<file path="config.mk">
export PLATFORM = sky130hd
export DESIGN_NAME = muldiv_unit_flat
export DESIGN_NICKNAME = d
export VERILOG_FILES = /design/src/rtl/muldiv_unit_if.sv /design/src/rtl/muldiv_unit.sv /design/src/flat_wrapper.sv
export SDC_FILE = /design/constraint.sdc
export NUM_CORES = 1
export LEC_CHECK = 0
export CAP_MARGIN = 10
export CORE_ASPECT_RATIO = 1.5
export CORE_MARGIN = 2
export CORE_UTILIZATION = 25
export CTS_CLUSTER_SIZE = 12
export DETAILED_ROUTE_END_ITERATION = 6
export PLACE_DENSITY_LB_ADDON = 0.12
export SLEW_MARGIN = 40
export SYNTH_ARGS = -nofsm -noshare
export SYNTH_HDL_FRONTEND = slang
export SYNTH_SLANG_ARGS = --single-unit
</file>
<file path="constraint.sdc">
create_clock -name clk_i -period 8.14 [get_ports clk_i]
set_clock_uncertainty 0.05 [all_clocks]
set_input_delay 2.035 -clock clk_i [delete_from_list [all_inputs] [get_ports clk_i]]
set_output_delay 2.035 -clock clk_i [all_outputs]
set_load 0.1 [all_outputs]
</file>
<file path="src/rtl/muldiv_unit_if.sv">
// Request/response bundle between the core and the RV32M multiply/divide unit.
// master: core side (issues requests, acknowledges results).
// slave : muldiv_unit side.
//   start_i, op_i, operand_a_i, operand_b_i, rd_i : request and operands
//   flush_i                                       : abort in-flight work
//   ack_i                                         : writeback consumed the result
//   ready_o, valid_o, result_o, rd_o              : status and completed result
interface muldiv_unit_if #(
    parameter int unsigned DataWidth    = 32,
    parameter int unsigned AddressWidth = 5
);
    logic                    start_i;
    logic [2:0]              op_i;
    logic [DataWidth-1:0]    operand_a_i;
    logic [DataWidth-1:0]    operand_b_i;
    logic [AddressWidth-1:0] rd_i;
    logic                    flush_i;
    logic                    ack_i;
    logic                    ready_o;
    logic                    valid_o;
    logic [DataWidth-1:0]    result_o;
    logic [AddressWidth-1:0] rd_o;

    modport master (
        output start_i, op_i, operand_a_i, operand_b_i, rd_i, flush_i, ack_i,
        input  ready_o, valid_o, result_o, rd_o
    );

    modport slave (
        input  start_i, op_i, operand_a_i, operand_b_i, rd_i, flush_i, ack_i,
        output ready_o, valid_o, result_o, rd_o
    );
endinterface

</file>
<file path="src/rtl/muldiv_unit.sv">
// Iterative RV32M multiply/divide unit. One operation in flight; DataWidth
// iterations of shift-add (multiply) or restoring division on operand
// magnitudes, then one cycle of sign correction.
// Ports:
//   clk_i : clock, rising edge
//   rst_i : synchronous active-high reset
//   bus   : muldiv_unit_if slave (request, flush, ack, ready/valid, result, rd)
module muldiv_unit #(
    parameter int unsigned DataWidth    = 32,
    parameter int unsigned AddressWidth = 5
) (
    input  logic                clk_i,
    input  logic                rst_i,
    muldiv_unit_if.slave        bus
);
    localparam int unsigned CntWidth = $clog2(DataWidth);
    localparam logic [CntWidth-1:0]  CntLast = CntWidth'(DataWidth - 1);
    localparam logic [DataWidth-1:0] MinVal  = {1'b1, {(DataWidth-1){1'b0}}};

    localparam logic [2:0] OpMul    = 3'b000;
    localparam logic [2:0] OpMulh   = 3'b001;
    localparam logic [2:0] OpMulhu  = 3'b011;
    localparam logic [2:0] OpDiv    = 3'b100;
    localparam logic [2:0] OpDivu   = 3'b101;
    localparam logic [2:0] OpRem    = 3'b110;
    localparam logic [2:0] OpRemu   = 3'b111;

    typedef enum logic [1:0] {StIdle, StBusy, StFix, StDone} state_e;

    state_e                  state_q, state_d;
    logic [2:0]              op_q, op_d;
    logic [AddressWidth-1:0] rd_q, rd_d;
    logic [DataWidth-1:0]    result_q, result_d;
    logic [CntWidth-1:0]     counter_q, counter_d;
    // Multiplicand (multiply) or divisor (divide) magnitude.
    logic [DataWidth-1:0]    mag_q, mag_d;
    // Multiply: {partial product high, remaining multiplier bits}.
    // Divide:   {partial remainder, dividend bits shifting into quotient}.
    logic [2*DataWidth-1:0]  work_q, work_d;
    logic                    neg_res_q, neg_res_d;
    logic                    neg_rem_q, neg_rem_d;

    logic                    accept;
    logic                    a_signed, b_signed, a_neg, b_neg;
    logic [DataWidth-1:0]    a_mag, b_mag;
    logic                    div_zero, div_ovf;
    logic [DataWidth-1:0]    fast_res;
    logic [DataWidth:0]      mul_sum;
    logic [DataWidth:0]      div_shift, div_diff;
    logic [2*DataWidth-1:0]  prod_fix;
    logic [DataWidth-1:0]    quot, rem;

    assign bus.ready_o  = (state_q == StIdle);
    assign bus.valid_o  = (state_q == StDone);
    assign bus.result_o = result_q;
    assign bus.rd_o     = rd_q;

    // Flush wins over a simultaneous request.
    assign accept = bus.start_i && (state_q == StIdle) && !bus.flush_i;

    assign a_signed = !(bus.op_i == OpMulhu || bus.op_i == OpDivu || bus.op_i == OpRemu);
    assign b_signed = (bus.op_i == OpMul) || (bus.op_i == OpMulh) ||
                      (bus.op_i == OpDiv) || (bus.op_i == OpRem);
    assign a_neg    = a_signed && bus.operand_a_i[DataWidth-1];
    assign b_neg    = b_signed && bus.operand_b_i[DataWidth-1];
    assign a_mag    = a_neg ? -bus.operand_a_i : bus.operand_a_i;
    assign b_mag    = b_neg ? -bus.operand_b_i : bus.operand_b_i;

    // Division corner cases resolved without iterating.
    assign div_zero = bus.op_i[2] && (bus.operand_b_i == '0);
    assign div_ovf  = bus.op_i[2] && !bus.op_i[0] && (bus.operand_a_i == MinVal) &&
                      (bus.operand_b_i == '1);
    always_comb begin
        if (div_zero) begin
            fast_res = bus.op_i[1] ? bus.operand_a_i : '1;
        end else begin
            fast_res = bus.op_i[1] ? '0 : MinVal;
        end
    end

    // One iteration of each algorithm.
    assign mul_sum   = {1'b0, work_q[2*DataWidth-1:DataWidth]} +
                       {1'b0, (work_q[0] ? mag_q : {DataWidth{1'b0}})};
    assign div_shift = {work_q[2*DataWidth-1:DataWidth], work_q[DataWidth-1]};
    assign div_diff  = div_shift - {1'b0, mag_q};

    assign prod_fix  = neg_res_q ? -work_q : work_q;
    assign quot      = work_q[DataWidth-1:0];
    assign rem       = work_q[2*DataWidth-1:DataWidth];

    always_comb begin
        state_d   = state_q;
        op_d      = op_q;
        rd_d      = rd_q;
        result_d  = result_q;
        counter_d = counter_q;
        mag_d     = mag_q;
        work_d    = work_q;
        neg_res_d = neg_res_q;
        neg_rem_d = neg_rem_q;

        unique case (state_q)
            StIdle: begin
                if (accept) begin
                    op_d      = bus.op_i;
                    rd_d      = bus.rd_i;
                    counter_d = '0;
                    neg_res_d = a_neg ^ b_neg;
                    neg_rem_d = a_neg;
                    if (bus.op_i[2]) begin
                        mag_d  = b_mag;
                        work_d = {{DataWidth{1'b0}}, a_mag};
                    end else begin
                        mag_d  = a_mag;
                        work_d = {{DataWidth{1'b0}}, b_mag};
                    end
                    if (div_zero || div_ovf) begin
                        result_d = fast_res;
                        state_d  = StDone;
                    end else begin
                        state_d  = StBusy;
                    end
                end
            end
            StBusy: begin
                counter_d = counter_q + 1'b1;
                if (op_q[2]) begin
                    // Restoring step: keep the difference only if it did not borrow.
                    if (!div_diff[DataWidth]) begin
                        work_d = {div_diff[DataWidth-1:0], work_q[DataWidth-2:0], 1'b1};
                    end else begin
                        work_d = {div_shift[DataWidth-1:0], work_q[DataWidth-2:0], 1'b0};
                    end
                end else begin
                    work_d = {mul_sum, work_q[DataWidth-1:1]};
                end
                if (counter_q == CntLast) begin
                    state_d = StFix;
                end
            end
            StFix: begin
                if (op_q[2]) begin
                    if (op_q[1]) begin
                        result_d = neg_rem_q ? -rem : rem;
                    end else begin
                        result_d = neg_res_q ? -quot : quot;
                    end
                end else if (op_q[1:0] == 2'b00) begin
                    result_d = prod_fix[DataWidth-1:0];
                end else begin
                    result_d = prod_fix[2*DataWidth-1:DataWidth];
                end
                state_d = StDone;
            end
            StDone: begin
                if (bus.ack_i) begin
                    state_d = StIdle;
                end
            end
        endcase

        if (bus.flush_i) begin
            state_d = StIdle;
        end
    end

    always_ff @(posedge clk_i) begin
        if (rst_i) begin
            state_q   <= StIdle;
            op_q      <= '0;
            rd_q      <= '0;
            result_q  <= '0;
            counter_q <= '0;
            mag_q     <= '0;
            work_q    <= '0;
            neg_res_q <= 1'b0;
            neg_rem_q <= 1'b0;
        end else begin
            state_q   <= state_d;
            op_q      <= op_d;
            rd_q      <= rd_d;
            result_q  <= result_d;
            counter_q <= counter_d;
            mag_q     <= mag_d;
            work_q    <= work_d;
            neg_res_q <= neg_res_d;
            neg_rem_q <= neg_rem_d;
        end
    end
endmodule

</file>
<file path="src/flat_wrapper.sv">
// flat-port wrapper written by rule: the top's interface ports become plain ports
module muldiv_unit_flat 
#(
    parameter int unsigned DataWidth    = 32,
    parameter int unsigned AddressWidth = 5
)
  (clk_i, rst_i, bus_start_i, bus_op_i, bus_operand_a_i, bus_operand_b_i, bus_rd_i, bus_flush_i, bus_ack_i, bus_ready_o, bus_valid_o, bus_result_o, bus_rd_o);
  muldiv_unit_if #(.DataWidth(DataWidth), .AddressWidth(AddressWidth)) bus_i ();
  input  logic clk_i;
  input  logic rst_i;
  input wire logic [$bits(bus_i.start_i)-1:0] bus_start_i;
  input wire logic [$bits(bus_i.op_i)-1:0] bus_op_i;
  input wire logic [$bits(bus_i.operand_a_i)-1:0] bus_operand_a_i;
  input wire logic [$bits(bus_i.operand_b_i)-1:0] bus_operand_b_i;
  input wire logic [$bits(bus_i.rd_i)-1:0] bus_rd_i;
  input wire logic [$bits(bus_i.flush_i)-1:0] bus_flush_i;
  input wire logic [$bits(bus_i.ack_i)-1:0] bus_ack_i;
  output wire logic [$bits(bus_i.ready_o)-1:0] bus_ready_o;
  output wire logic [$bits(bus_i.valid_o)-1:0] bus_valid_o;
  output wire logic [$bits(bus_i.result_o)-1:0] bus_result_o;
  output wire logic [$bits(bus_i.rd_o)-1:0] bus_rd_o;
  assign bus_i.start_i = bus_start_i;
  assign bus_i.op_i = bus_op_i;
  assign bus_i.operand_a_i = bus_operand_a_i;
  assign bus_i.operand_b_i = bus_operand_b_i;
  assign bus_i.rd_i = bus_rd_i;
  assign bus_i.flush_i = bus_flush_i;
  assign bus_i.ack_i = bus_ack_i;
  assign bus_ready_o = bus_i.ready_o;
  assign bus_valid_o = bus_i.valid_o;
  assign bus_result_o = bus_i.result_o;
  assign bus_rd_o = bus_i.rd_o;
  muldiv_unit #(.DataWidth(DataWidth), .AddressWidth(AddressWidth)) u_core (.clk_i(clk_i), .rst_i(rst_i), .bus(bus_i));
endmodule
</file>
### Word level (Yosys, flattened, before mapping)

Cells that the tools add are included.

* flip-flop bits (word level): 145
* output and inout port bits: 39
* word-level logic and storage cells: 90

* $add $sub $neg: 8
* eq/ne operators: 16
* muxes and demuxes: 28
* bitwise gates (word level): 1
* reductions and logical operators: 28

Operators by type and width (number)
* two-way mux 32 bit: 15
* two-way mux 64 bit: 4
* negation 32 bit: 4
* one-hot mux 64 bit (2 select lines): 1
* equality test 32 bit (second input constant): 2
* negation 64 bit: 1
* one-hot mux 32 bit (2 select lines): 1
* adder 32 x 32 -> 33 bit: 1
* subtractor 33 x 32 -> 33 bit: 1
* logical NOT 32 bit: 1
* equality test 3 bit (second input constant): 4
* one-hot mux 5 bit (2 select lines): 1
* logical AND 1 bit: 8
* two-way mux 2 bit: 4
* one-hot mux 2 bit (4 select lines): 1
* logical OR 1 bit: 6
* != test 2 x 1 -> 1 bit (second input constant): 3
* AND reduction 3 bit: 2
* adder 5 x 1 -> 5 bit (second input constant): 1
* equality test 5 bit (second input constant): 1
* two-way mux 5 bit: 1
* equality test 2 bit (second input constant): 2
* logical NOT 2 bit: 2
* AND reduction 2 bit: 2
* 9 further kinds: 12

### Logic depth before layout (Yosys ltp)

* word-level depth: 9
* depth in mapped cells: 14

### Worst setup path after synthesis

Ideal clock, no wire load.

* path kind: input to register
* start point: in bus_operand_b_i[2]
* end point: reg u_core.work_q[27]
* arrival: 4.335 ns
* data required time: 8.015 ns
* setup slack: 3.680 ns
* stages: 8
* path buffers: 0
* path through: or4_1 nor4_1 and2_1 nand3_1 o31ai_1 xor2_1 a2111o_1 o22ai_1

* word-level cells in the longest chain between the ends: 5

Ends and longest elaborated chain
* from (decl): RTL line flat_wrapper.sv:14 `input wire logic [$bits(bus_i.operand_b_i)-1:0] bus_operand_b_i;`
* negation 32 bit: RTL line muldiv_unit.sv:67 `assign b_mag = b_neg ? -bus.operand_b_i : bus.operand_b_i;`
* two-way mux 32 bit: RTL line muldiv_unit.sv:67
* two-way mux 32 bit: RTL line muldiv_unit.sv:110 `if (bus.op_i[2]) begin`
* two-way mux 64 bit: RTL line muldiv_unit.sv:104 `if (accept) begin`
* one-hot mux 64 bit (2 select lines): RTL line muldiv_unit.sv:102 `unique case (state_q)`
* to (signal assigned): RTL line muldiv_unit.sv:185 `work_q <= work_d;`
* to (decl): RTL line muldiv_unit.sv:39 `logic [2*DataWidth-1:0] work_q, work_d;`

Every way passes these cells. The select of a mux whose other input is x is not followed.
A chain may end at the register's enable or synchronous reset.

### Worst setup path after layout

* start point: in bus_operand_b_i[7]
* end point: reg u_core.result_q[26], in the netlist u_core.bus.result_o[26]

* word-level cells in the longest chain between the ends: 6

Ends and longest elaborated chain
* logical NOT 32 bit: RTL line muldiv_unit.sv:70 `assign div_zero = bus.op_i[2] && (bus.operand_b_i == '0);`
* logical AND 1 bit: RTL line muldiv_unit.sv:70
* two-way mux 32 bit: RTL line muldiv_unit.sv:74 `if (div_zero) begin`
* two-way mux 32 bit: RTL line muldiv_unit.sv:117 `if (div_zero || div_ovf) begin`
* two-way mux 32 bit: RTL line muldiv_unit.sv:104
* one-hot mux 32 bit (2 select lines): RTL line muldiv_unit.sv:102
* to (signal assigned): RTL line muldiv_unit.sv:182 `result_q <= result_d;`
* to (decl): RTL line muldiv_unit.sv:33 `logic [DataWidth-1:0] result_q, result_d;`

Parallel ways exist; a longest one is shown, timed or not. The select of a mux whose other input is x is not followed.

==> key figures <==
Yosys
  • Cells after Synth: 2,090
  • Area fraction of the dominant cell type after synthesis: 19.43%
  • Post-synth EDFFs: 0
  • Top cells by area, synth: dfxtp_1 19%, ha_1 6.3%, nand2_1 6.0%, a21oi_1 6.0%, xor2_1 5.8%
  • Syn Area/Cell: 7.149 sq um
  • Synth cell types: 93
  • Simple-gate share of the synthesized area: 22.13%
  • Syn Nets: 2,244
  • Xor/xnor share of the synthesized area: 11.55%
  • Commonest register cell after synthesis: dfxtp_1
  • Synth Area in Compound Gates: 30.05%
  • Multiplexer area fraction after synthesis: 4.196%
  • Largest area contributor in the netlist: dfxtp_1
  • Ys async rst share: 0%
  • Synth Warn #: 0
  • Sequential-to-total area share from yosys stat: 19.43%
  • Register bit total from synthesis: 145
  • Combinational family with the most area after synthesis: compound AO/OA/AOI/OAI gates
  • Post-synthesis adder-cell area fraction: 6.549%
  • Netlist Area Pre-Place: 14,940 sq um

Power
  • Int Power: 0.001498 W
  • Power share of the clock group: 38.5%
  • PD cells: 137.7 nW/um^2
  • Switching part of the total: 36.42%
  • Leak: 6.432 nW
  • Combinational Power Share: 28.3%
  • Flop pwr share: 33.2%
  • Maximum VDD drop: 0.1297 mV
  • Sw Pwr: 0.0008579 W

CTS
  • # resized after CTS: 0
  • Clk_lat worst skew: 470 ps
  • Clk buf depth: 2
  • Root Buffer: clkbuf_16
  • Clock sinks: 145
  • CTS tree: built
  • CTS clock-pin slew for the worst setup and hold paths: 70 ps
  • CTS Hold Bufs: 0
  • # Post-CTS Setup Buffers: 0
  • H-Tree Depth: 4
  • TritonCTS buffer count: 17

Critical path
  • R2R cell count: 13
  • Worst reg-to-reg setup slack: 3580 ps
  • FF-to-FF End: u_core.work_q[58]
  • Crit Reg-Reg Startpoint: u_core.work_q[31]
  • CP endpoint kind: flip-flop
  • Req. time, crit path: 8490 ps
  • Critical Path Start Type: input pin
  • CP max FO: 24
  • CP arrival: 5610 ps
  • Critical path class: input pin to flip-flop

Cells and area
  • Commonest non-fill, non-tap cell in the layout: nand2_1
  • Nets: 2,256
  • Most frequent cells in the layout: 239 x nand2_1, 211 x nor2_1, 176 x a21oi_1
  • Final Core Density: 28.96%
  • Fillcell total: 6,499
  • Area grow syn2layout: 14.48%
  • Ratio of cells with drive above 1 in the final layout: 8.416%

Detailed routing
  • 1st-pass router iterations: 5
  • Initial drt markers: 1,042
  • Post-DRT Antenna Nets: 0
  • Post-DR wirelength/cell: 23.45 um
  • DRT Wirelength: 67,840 um
  • Via density per instance: 5.430
  • Via count: 15,710
  • Residual DRC: 0

Floorplanning
  • # IOs: 116
  • Die W: 203.6 um
  • Initial Util: 25.30%
  • Die footprint: 61,770 sq um
  • Die Y: 303.4 um
  • Core area: 59,050 sq um
  • Row count: 109

Hold path
  • Worst Hold Launch: u_core.bus.result_o[18]
  • Min-Delay Endpoint: u_core.bus.result_o[18]
  • Hold Path Stages: 2
  • Hold/Removal Path Class: flip-flop to flip-flop

Timing
  • Hold Fails Final Rpt: 0
  • Final Max Slew Viols: 0
  • FMAX: 0.1902 GHz
  • RSZ-0062 raised after global routing: false
  • Setup TNS: 0 ps
  • Worst-Margin Slew: 902.6 ps
  • Final setup violation count: 0
  • Slew headroom: 39.67%
  • Tcrit/Tclk final: 64.59%
  • Fin crit period: 5258 ps

Job
  • Max-cap violations: 0

Status
  • Status: completed

Global routing
  • Vias in the first global route: 15,570
  • Largest net degree at the start of global routing: 78
  • Gr usage total: 21.74%
  • Global-route wire length before repair: 100,400 um
  • GRT overflow: 0
  • Initial antenna violation count: 2

Place
  • Gpl congestion: 0.9042
  • HPWL after DPL: 53,460 um
  • Number of port buffers: 115
stage by stage:
step | std cells | setup WS, ps | cell area (sq um) | power [W] | hold WS, ps
6_report | 2893 | 2882 | 17100 | 0.002356 | 394.1
5_1_grt | 2893 | 2600 | 17100 | 0.002457 | 419.5
4_1_cts | 2892 | 2876 | 17100 | 0.002375 | 399.6
3_5_place_dp | 2860 | 2381 | 16460 | 0.001461 | 392.1
3_3_place_gp | 2860 | 2394 | 16630 | 0.001462 | 392.5
2_1_floorplan | 2090 | 3680 | 14940 | 0.001216 | 381.9
synthesized netlist by cell type (15+ instances only):
master and number:
nand2_1 239, nor2_1 215, a21oi_1 178, o21ai_0 155
dfxtp_1 145, clkbuf_1 120, xor2_1 99, xnor2_1 98
ha_1 75, inv_1 68, a211oi_1 65, nor3_1 49
mux2i_1 39, nand3_1 38, o31ai_1 29, a21o_1 27
o211ai_1 25, a31oi_1 23, o221ai_1 23, mux2_2 21
nand4_1 21, o21ai_1 21, nor4_1 18, or4_1 18
nor2b_1 17, a22oi_1 16, or3_1 16, o21a_1 15
kinds of logic after synthesis:
logic type | count (synthesis)
XOR/XNOR | 197
flip-flops | 145
AND/OR/NAND/NOR | 700
AO/OA/AOI/OAI | 692
adder cells (fa/ha/maj) | 77
multiplexers | 60
buffers and inverters | 219
registers in the layout, indices dropped and copies added, names as in the netlist:
name / count
u_core.op_q: 3
u_core.neg_rem_q: 1
u_core.bus.result_o: 32
u_core.state_q: 2
u_core.counter_q: 5
u_core.bus.rd_o: 5
u_core.mag_q: 32
u_core.work_q: 64
u_core.neg_res_q: 1
critical path: stages:
cell	delay, ps
clkdlybuf4s50_1	500
or4_1	620
nor4_2	420
nand4_2	260
nor4_4	660
a2bb2oi_2	160
nor2_4	530
o21ai_0	230
o21ai_1	160
routing by layer:
metal  GRT usage, %  share of wire [%]  up-vias
met5              0                  0        -
met4          10.10                4.4        0
li1               -                  -     7635
met2          41.40                 53      448
met1          24.34                 40     7512
met3          1.746                3.0      115
power groups by stage:
stage	registers [W]	logic [W]	clock network (W)
finish	0.000782	0.000668	0.000906
global route	0.000785	0.000726	0.000946
floorplan	0.000779	0.000436	0
global placement	0.000797	0.000665	0
detailed placement	0.000797	0.000664	0
CTS	0.000780	0.000667	0.000927
worst max path at each step:
stage	startpoint	endpoint	slack (ps)	depth (start not counted)
2_1_floorplan	bus_operand_b_i[2]	u_core.work_q[27]	3680	8
6_report	bus_operand_b_i[7]	u_core.bus.result_o[26]	2880	9
3_5_place_dp	bus_operand_b_i[7]	u_core.bus.result_o[22]	2380	9
5_1_grt	bus_operand_b_i[7]	u_core.bus.result_o[26]	2600	9
4_1_cts	bus_operand_b_i[7]	u_core.bus.result_o[22]	2880	9
3_3_place_gp	bus_operand_b_i[7]	u_core.bus.result_o[13]	2390	9
cell type report:
cell class	instances	area [sq um]	share of cell area, %
Inverter	71	267.8	1.565
Clock inverter	14	203.9	1.192
Antenna cell	1	2.502	0.01463
Multi-Input combinational cell	1726	11170	65.28
Timing Repair Buffer	141	1147	6.708
Tap cell	777	972.2	5.684
Clock buffer	18	439.2	2.568
Sequential cell	145	2905	16.99
Note: power is estimated with default switching activity, not from simulation.
